**src/rtl/adc_control_nonbinary_param.sv**
```systemverilog
// adc_control_nonbinary_param
// SAR sequencer for a redundant (non-binary) capacitor DAC.
// Flow: IDLE -> SAMPLE -> CONVERT (coarse steps, then fine steps) -> HOLD.
// Each decided step sets its P/N switch pair and, on a 1 decision, adds
// that step's weight into a saturating accumulator. The finished result is
// offered through a valid/ready handshake with a sticky overrun flag.
//
// Build option: define ADC_CTRL_OVERSAMPLE_EN to enable majority-vote
// oversampling on the fine steps (OSR = 2^(a+1)-1 comparator samples per
// fine step, a = clamped avg_control_in). Without it every step takes one
// cycle, avg_control_in is ignored and no vote counter is built.
module adc_control_nonbinary_param #(
  parameter int NUM_STEPS    = 15,
  parameter int FINE_STEPS   = 4,
  parameter int RESULT_BITS  = 12,
  parameter int AVG_BITS     = 3,
  parameter int MAX_AVG_LOG2 = 5,
  parameter logic [NUM_STEPS*RESULT_BITS-1:0] WEIGHTS = {
    12'd2048, 12'd806, 12'd486, 12'd293, 12'd176,
    12'd106,  12'd64,  12'd38,  12'd23,  12'd14,
    12'd8,    12'd6,   12'd4,   12'd2,   12'd1
  }
) (
  input  logic                   clk,
  input  logic                   rst,
  input  logic                   start_in,
  input  logic                   continuous_in,
  input  logic                   comparator_in,
  input  logic [AVG_BITS-1:0]    avg_control_in,
  output logic                   sample_out,
  output logic                   sample_out_n,
  output logic                   enable_loop_out,
  output logic                   busy_out,
  output logic                   conv_finished_strobe_out,
  output logic [NUM_STEPS-1:0]   pswitch_out,
  output logic [NUM_STEPS-1:0]   nswitch_out,
  output logic [RESULT_BITS-1:0] result_out,
  output logic                   result_valid_out,
  input  logic                   result_ready_in,
  output logic                   overrun_out
);

  localparam int SW = (NUM_STEPS > 1) ? $clog2(NUM_STEPS) : 1;
  localparam logic [SW-1:0] LAST_STEP = SW'(NUM_STEPS - 1);

  typedef enum logic [1:0] {
    IDLE    = 2'd0,
    SAMPLE  = 2'd1,
    CONVERT = 2'd2,
    HOLD    = 2'd3
  } state_t;

  state_t                 state_reg, state_next;
  logic [SW-1:0]          step_reg, step_next;
  logic [RESULT_BITS-1:0] acc_reg, acc_next;
  logic [NUM_STEPS-1:0]   psw_reg, psw_next;
  logic [NUM_STEPS-1:0]   nsw_reg, nsw_next;
  logic [RESULT_BITS-1:0] result_reg, result_next;
  logic                   valid_reg, valid_next;
  logic                   overrun_reg, overrun_next;
  logic                   load_result;

  // Per-step weight table, unpacked so step 0 takes the most significant slice
  logic [RESULT_BITS-1:0] weight_tab [NUM_STEPS];

  generate
    for (genvar gi = 0; gi < NUM_STEPS; gi++) begin : g_weight
      assign weight_tab[gi] = WEIGHTS[(NUM_STEPS-1-gi)*RESULT_BITS +: RESULT_BITS];
    end
  endgenerate

  // Step k drives switch bit NUM_STEPS-1-k, so the MSB step lands on the MSB
  logic [SW-1:0]        sw_idx;
  logic [RESULT_BITS:0] sum_ext;
  logic [RESULT_BITS-1:0] acc_sat;

  assign sw_idx  = LAST_STEP - step_reg;
  assign sum_ext = {1'b0, acc_reg} + {1'b0, weight_tab[step_reg]};
  assign acc_sat = sum_ext[RESULT_BITS] ? {RESULT_BITS{1'b1}} : sum_ext[RESULT_BITS-1:0];

  // step_done marks the last cycle of the current step; decision is its outcome
  logic step_done;
  logic decision;

`ifdef ADC_CTRL_OVERSAMPLE_EN
  localparam int COARSE_STEPS = NUM_STEPS - FINE_STEPS;
  // Wide enough for 2^(MAX_AVG_LOG2+1)
  localparam int CW = MAX_AVG_LOG2 + 2;
  localparam int AW = (MAX_AVG_LOG2 > 0) ? $clog2(MAX_AVG_LOG2 + 1) : 1;

  logic [CW-1:0] sub_reg, sub_next;    // sample index inside a fine step
  logic [CW-1:0] ones_reg, ones_next;  // ones seen so far inside a fine step
  logic [AW-1:0] avg_reg, avg_next;    // clamped oversampling code
  logic          is_fine;
  logic [CW-1:0] ones_total;
  logic [CW-1:0] threshold;
  logic [CW-1:0] osr_last;

  // Strict majority of 2^(a+1)-1 samples means at least 2^a ones
  assign is_fine    = (step_reg >= SW'(COARSE_STEPS));
  assign ones_total = ones_reg + CW'(comparator_in);
  assign threshold  = CW'(1) << avg_reg;
  assign osr_last   = (threshold << 1) - CW'(2);
  assign step_done  = !is_fine || (sub_reg == osr_last);
  assign decision   = is_fine ? (ones_total >= threshold) : comparator_in;
`else
  logic avg_unused;

  assign avg_unused = ^avg_control_in;
  assign step_done  = 1'b1;
  assign decision   = comparator_in;
`endif

  // Next-state, datapath and handshake logic
  always_comb begin
    state_next   = state_reg;
    step_next    = step_reg;
    acc_next     = acc_reg;
    psw_next     = psw_reg;
    nsw_next     = nsw_reg;
    result_next  = result_reg;
    valid_next   = valid_reg;
    overrun_next = overrun_reg;
    load_result  = 1'b0;
`ifdef ADC_CTRL_OVERSAMPLE_EN
    sub_next     = sub_reg;
    ones_next    = ones_reg;
    avg_next     = avg_reg;
`endif

    case (state_reg)
      IDLE: begin
        if (start_in || continuous_in) begin
          state_next = SAMPLE;
        end
      end

      SAMPLE: begin
        step_next  = '0;
        acc_next   = '0;
        psw_next   = '0;
        nsw_next   = '0;
        state_next = CONVERT;
`ifdef ADC_CTRL_OVERSAMPLE_EN
        sub_next  = '0;
        ones_next = '0;
        if (int'(avg_control_in) > MAX_AVG_LOG2) begin
          avg_next = AW'(MAX_AVG_LOG2);
        end else begin
          avg_next = AW'(avg_control_in);
        end
`endif
      end

      CONVERT: begin
`ifdef ADC_CTRL_OVERSAMPLE_EN
        if (step_done) begin
          sub_next  = '0;
          ones_next = '0;
        end else begin
          sub_next  = sub_reg + CW'(1);
          ones_next = ones_total;
        end
`endif
        if (step_done) begin
          psw_next[sw_idx] = decision;
          nsw_next[sw_idx] = ~decision;
          if (decision) begin
            acc_next = acc_sat;
          end
          if (step_reg == LAST_STEP) begin
            state_next  = HOLD;
            load_result = 1'b1;
          end else begin
            step_next = step_reg + SW'(1);
          end
        end
      end

      HOLD: begin
        state_next = continuous_in ? SAMPLE : IDLE;
      end

      default: state_next = IDLE;
    endcase

    // The result register is loaded on the edge entering HOLD so it is
    // already visible while the strobe is high. A fresh result beats a
    // same-cycle consume; an unconsumed older result is lost -> overrun.
    if (load_result) begin
      result_next = acc_next;
      valid_next  = 1'b1;
      if (valid_reg && !result_ready_in) begin
        overrun_next = 1'b1;
      end
    end else if (valid_reg && result_ready_in) begin
      valid_next = 1'b0;
    end
  end

  // State and datapath registers with asynchronous reset
  always_ff @(posedge clk or posedge rst) begin
    if (rst) begin
      state_reg   <= IDLE;
      step_reg    <= '0;
      acc_reg     <= '0;
      psw_reg     <= '0;
      nsw_reg     <= '0;
      result_reg  <= '0;
      valid_reg   <= 1'b0;
      overrun_reg <= 1'b0;
`ifdef ADC_CTRL_OVERSAMPLE_EN
      sub_reg     <= '0;
      ones_reg    <= '0;
      avg_reg     <= '0;
`endif
    end else begin
      state_reg   <= state_next;
      step_reg    <= step_next;
      acc_reg     <= acc_next;
      psw_reg     <= psw_next;
      nsw_reg     <= nsw_next;
      result_reg  <= result_next;
      valid_reg   <= valid_next;
      overrun_reg <= overrun_next;
`ifdef ADC_CTRL_OVERSAMPLE_EN
      sub_reg     <= sub_next;
      ones_reg    <= ones_next;
      avg_reg     <= avg_next;
`endif
    end
  end

  // Status outputs decode straight from the state register
  assign sample_out               = (state_reg == SAMPLE);
  assign sample_out_n             = ~sample_out;
  assign enable_loop_out          = (state_reg == CONVERT);
  assign busy_out                 = (state_reg != IDLE);
  assign conv_finished_strobe_out = (state_reg == HOLD);

  assign pswitch_out      = psw_reg;
  assign nswitch_out      = nsw_reg;
  assign result_out       = result_reg;
  assign result_valid_out = valid_reg;
  assign overrun_out      = overrun_reg;

endmodule

```
**config.mk**
```make
export PLATFORM = sky130hd
export DESIGN_NAME = adc_control_nonbinary_param
export DESIGN_NICKNAME = d
export VERILOG_FILES = /design/src/rtl/adc_control_nonbinary_param.sv
export SDC_FILE = /design/constraint.sdc
export NUM_CORES = 1
export LEC_CHECK = 0
export CORE_MARGIN = 2
export CORE_UTILIZATION = 25
export DETAILED_ROUTE_END_ITERATION = 16
export DONT_BUFFER_PORTS = 1
export PLACE_DENSITY = 0.47
export SYNTH_ARGS = -nofsm -noshare
export SYNTH_HDL_FRONTEND = slang
export SYNTH_SLANG_ARGS = --single-unit
```
**constraint.sdc**
```tcl
create_clock -name clk -period 3 [get_ports clk]
set_clock_uncertainty 0.1 [all_clocks]
set_input_delay 0.6 -clock clk [delete_from_list [all_inputs] [get_ports clk]]
set_output_delay 0.6 -clock clk [all_outputs]
set_load 0.02 [all_outputs]
```
# Word level (Yosys, flattened, before mapping)

Memory sizes are Yosys's and may differ from the RTL's.
Index checks and enable logic that the tools add are counted.
W data, S select, Z words.

Output and inout port bits: 49
ROM bits: 192
Flip-flop bits (word level): 62
Memories: 1
Word-level logic and storage cells: 58

Muxes and demuxes: 21
Bitwise operators: 3
Reduce and logical (&&, ||, !) cells: 12
Eq/ne operators: 7
Add/subtract/negate cells: 3
$lt $le $gt $ge: 3

Memories:

| memory           | words | width | read ports | clocked after Yosys merged registers in | write ports | line | source |
|---|---|---|---|---|---|---|---|
| (name not given) | 16    | 12    | 1          | 0                                       | 0           | 78   | `assign sum_ext = {1'b0, acc_reg} + {1'b0, weight_tab[step_reg]};` |

Operator list:

| cell                  | count |
|---|---|
| $pmux W15 S2          | 2 |
| $mux W12              | 4 |
| $bwmux W15            | 2 |
| $pmux W12 S2          | 1 |
| $add A12 B12 Y13      | 1 |
| $pmux W2 S4           | 1 |
| $pmux W4 S2           | 1 |
| $mux W1               | 6 |
| $reduce_and A2 Y1     | 3 |
| $reduce_bool A2 Y1    | 3 |
| $ge A5 B5 Y1 const B  | 1 |
| $lt A4 B5 Y1 const B  | 1 |
| $not A4 Y5            | 1 |
| $add A4 B1 Y4 const B | 1 |
| $demux W1 S4          | 1 |
| $eq A2 B2 Y1 const B  | 2 |
| $eq A4 B4 Y1 const B  | 1 |
| $ge A4 B1 Y1 const B  | 1 |
| $mux W2               | 2 |
| $mux W4               | 1 |
| $ne A2 B2 Y1 const B  | 2 |
| $sub A4 B4 Y4 const A | 1 |
| $logic_and A1 B1 Y1   | 3 |
| $eq A2 B1 Y1 const B  | 1 |
| other kinds (5)       | 6 |

# Logic depth before layout (Yosys ltp)

Depth in word-level cells: 8
Gate-level depth with buffers: 15
Depth with buffers taken out: 13

# Worst setup path before layout

OpenSTA, ideal clock, no wires.

Path type: reg-to-reg
From: reg step_reg[0]
To: reg result_reg[10] (netlist: result_out[10])
Stages on the path, launching flop included: 15
Period minus slack after synthesis: 3.055 ns
Library setup time: 0.081 ns
Slack: -0.055 ns
Arrival time: 2.873 ns
Required time: 2.819 ns
Path through: dfrtp_1 -> inv_1 -> ha_1 -> clkbuf_1 -> mux2i_1 -> a21oi_1 -> ha_1 -> inv_1 -> fa_1 -> nand2b_1 -> a21oi_2 -> o21ai_2 -> and3_1 -> a311o_1 -> a31oi_2

Longest elaborated chain between the ends: 8
Elaborated cells between the ends (all ways): 11
Those cells by class: add/sub: 1; eq/ne: 1; mux: 7; bitwise: 1; memory: 1

RTL lines:

| element                                      | line | source |
|---|---|---|
| start, declared                              | 54   | `logic [SW-1:0] step_reg, step_next;` |
| start signal, assigned                       | 219  | `step_reg <= step_next;` |
| $not A4 Y5 (implied by the code)             | 78   |  |
| $mem_v2 Z16 W12                              | n/a  |  |
| $mux W12 (implied by the code) (2 in series) | 78   |  |
| $add A12 B12 Y13                             | 78   |  |
| $mux W12                                     | 79   | `assign acc_sat = sum_ext[RESULT_BITS] ? {RESULT_BITS{1'b1}} : sum_ext[RESULT_BITS-1:0];` |
| $mux W12                                     | 168  | `if (decision) begin` |
| $pmux W12 S2                                 | 131  | `case (state_reg)` |
| end signal, assigned                         | 223  | `result_reg <= result_next;` |
| end, declared                                | 58   | `logic [RESULT_BITS-1:0] result_reg, result_next;` |

Parallel ways exist; a longest one is shown, timed or not. The select of a mux whose other input is x is not followed.
A chain may end at the register's enable or synchronous reset.

# Worst setup path in the final report

From: reg step_reg[0]
To: reg result_reg[1] (netlist: result_out[1])

The elaborated chain is that of the path after synthesis.

==> impl_metrics.toml <==
[worst_setup_path]
rrSetupSlack_ns = 0.11
worst_ep_arrival_time_ns = 3.04
r2r_cells = 14
slowest_delay_ns = 0.41
critPathTopFamily = "compound AO/OA/AOI/OAI gates"
crit_top_cell = "ha_2"
crit_fanout = 6
cp_data_required_time_ns = 3.15
reg2reg_from = "step_reg[0]"
worstPathCellList = "ha_2 -> ha_4 -> nor2_2 -> a21oi_2 -> ha_2 -> inv_2 -> fa_2 -> nand2b_4 -> a21oi_4 -> o21ai_4 -> a31oi_4 -> buf_12 -> o221ai_4 -> a31oi_1"
cp-start-kind = "flip-flop"
crit_type = "flip-flop to flip-flop"
critPathSlowestCell = "dfrtp_1"
r2r_end = "result_out[1]"
path_buf_inv = 2
endpoint_kind = "flip-flop"

[grt]
grtUsageTotal = 0.125
grt.overflow.total = 0
grt_pass1_wl_mm = 15.7
grt_pass1_vias = 2953
antenna_found_initial = 0
grt_max_degree = 33

[cells_and_area]
fill_cells = 1513
final_cell_mix = "nand2_1 (62), dfrtp_1 (62), buf_4 (26)"
fin_util = 0.318
seqCellArea_um2 = 1550
multiInputGateArea_um2 = 2140
finalNetCount = 440
stdcell_count = 594
area_growth_pct = 25.5
antenna_cells = 0
drive_above_1_share = 0.234

[die]
die_h_um = 125
io_pins = 58
dieArea_um2 = 15600
core_area_um2 = 14400
die_w_um = 125
row_count = 44
initial_core_util = 0.254

[timing]
finalCritPeriodShare = 0.963
hold_viol_final = 0
final.min_clock_period_ns = 2.89
slew_viol_final = 0
whs_ns = 0.169
max_freq_ghz = 0.346
relSlewSlack = 0.515
finalSetupViolations = 0
rsz0062_at_grt = "true"
tightest_slew_ns = 0.726

[pwr]
irDropWorstVdd_uv = 400
p_leak_nw = 2.01
power_w = 0.00473
pwr_density_cell_nw_per_um2 = 1030

[detailed_routing]
drt-initial-drc-count = 158
ant_nets = 0
vias_per_cell = 4.80
wirelength_mm = 9.45
wl_per_cell_um = 15.9
drc = 0
dr.pass1.iters = 4
vias = 2853

[place]
hpwl_mm = 6.69
io_buffers = 0
gp_congestion = 0.832
dp.cells = 573

[synth]
synth_edf_count = 0
synth_top_area_frac = 0.424
netlist_instances = 381
yosysSeqAreaShare = 0.424
synth-seq-cells = 62
async_reset_ff_frac = 1.00
synth_largest_area_cell = "dfrtp_1"
syn-cell-area_um2 = 3660
synth_cell_type_count = 54
synth_warnings = 0
ys_top_cells_by_area = "dfrtp_1 (42%), ha_1 (8.5%), nand2_1 (6.5%)"
synth_nets = 416
synth_ff_type = "dfrtp_1"
synth.avg_cell_area_um2 = 9.61

[clock_tree]
hold_buffers = 0
clock_latency_ns = 0.34
clkTransAtPathRegs_ns = 0.06
cts_tree = "built"
numCtsBuffers = 9
cts.htree.levels = 3
ctsRootBufferMaster = "clkbuf_16"
cts_buffer_depth = 2
cts.sinks = 62

[flow_run]
maxCapViolCount = 0

[hold_path]
min_path_type = "input pin to asynchronous set/reset pin"

[status]
status = "completed"
[metrics by stage]
stage               setup WS [ns]  setup TNS, ns  area, um^2
finish                      0.110              0        4590
global route              -0.0548         -0.316        4590
CTS                      -0.00771        -0.0150        4400
detailed placement         -0.108         -0.732        4030
global placement          -0.0564         -0.390        4030
floorplan                  0.0203              0        3660
[worst max-delay path by stage]
stage / from / end / slack [ns] / cells after the start
6_report: step_reg[0] / result_out[1] / 0.11 / 14
5_1_grt: step_reg[1] / result_out[0] / -0.05 / 14
4_1_cts: step_reg[0] / result_out[7] / -0.008 / 12
3_5_place_dp: step_reg[0] / result_out[1] / -0.11 / 14
3_3_place_gp: step_reg[0] / result_out[4] / -0.06 / 14
2_1_floorplan: step_reg[0] / result_out[10] / 0.02 / 14
[routing by layer]
metal,track usage,part of all wire,up-vias,routed length (um)
met2,0.196,0.46,63,4310
met3,0.0454,0.061,9,581
li1,-,-,1404,-
met1,0.160,0.47,1377,4450
met4,0.0425,0.011,0,106
met5,0,0,-,0
[report_power, final]
part           switching [W]  total (W)  internal (W)
Combinational        0.00146    0.00243      0.000968
Sequential          0.000201    0.00117      0.000971
Clock               0.000400    0.00113      0.000729
Total                0.00206    0.00473       0.00267
[timing repair]
item	in CTS	in global routing
resized for setup	6	32
buffers inserted	1	5
endpoints found under the setup margin	15	24
pin swaps	3	30
[cells in the mapped netlist (8+ instances only)]
master,instances
nor2_1,19
mux2i_1,8
a21o_1,10
ha_1,25
a21oi_1,21
nand2_1,63
dfrtp_1,62
o21ai_0,25
nand3_1,8
xnor2_1,8
inv_1,21
o2bb2ai_1,16
[final cells by class]
class                      count  share of cell area
clock buffer                   9              0.0490
clock inverter                 7              0.0212
inverter                      22              0.0180
multi-input combinational    280               0.466
sequential                    62               0.338
tap                          184              0.0501
timing repair buffer          30              0.0580
[kinds of logic after synthesis]
| kind of cell | share of synthesized area |
|---|---|
| compound gates | 0.256 |
| xor+xnor | 0.0263 |
| buf+inv | 0.0465 |
| fa+ha+maj | 0.0909 |
| flops | 0.424 |
| mux | 0.0219 |
| simple gates | 0.135 |
(Power assumes the default switching activity.)
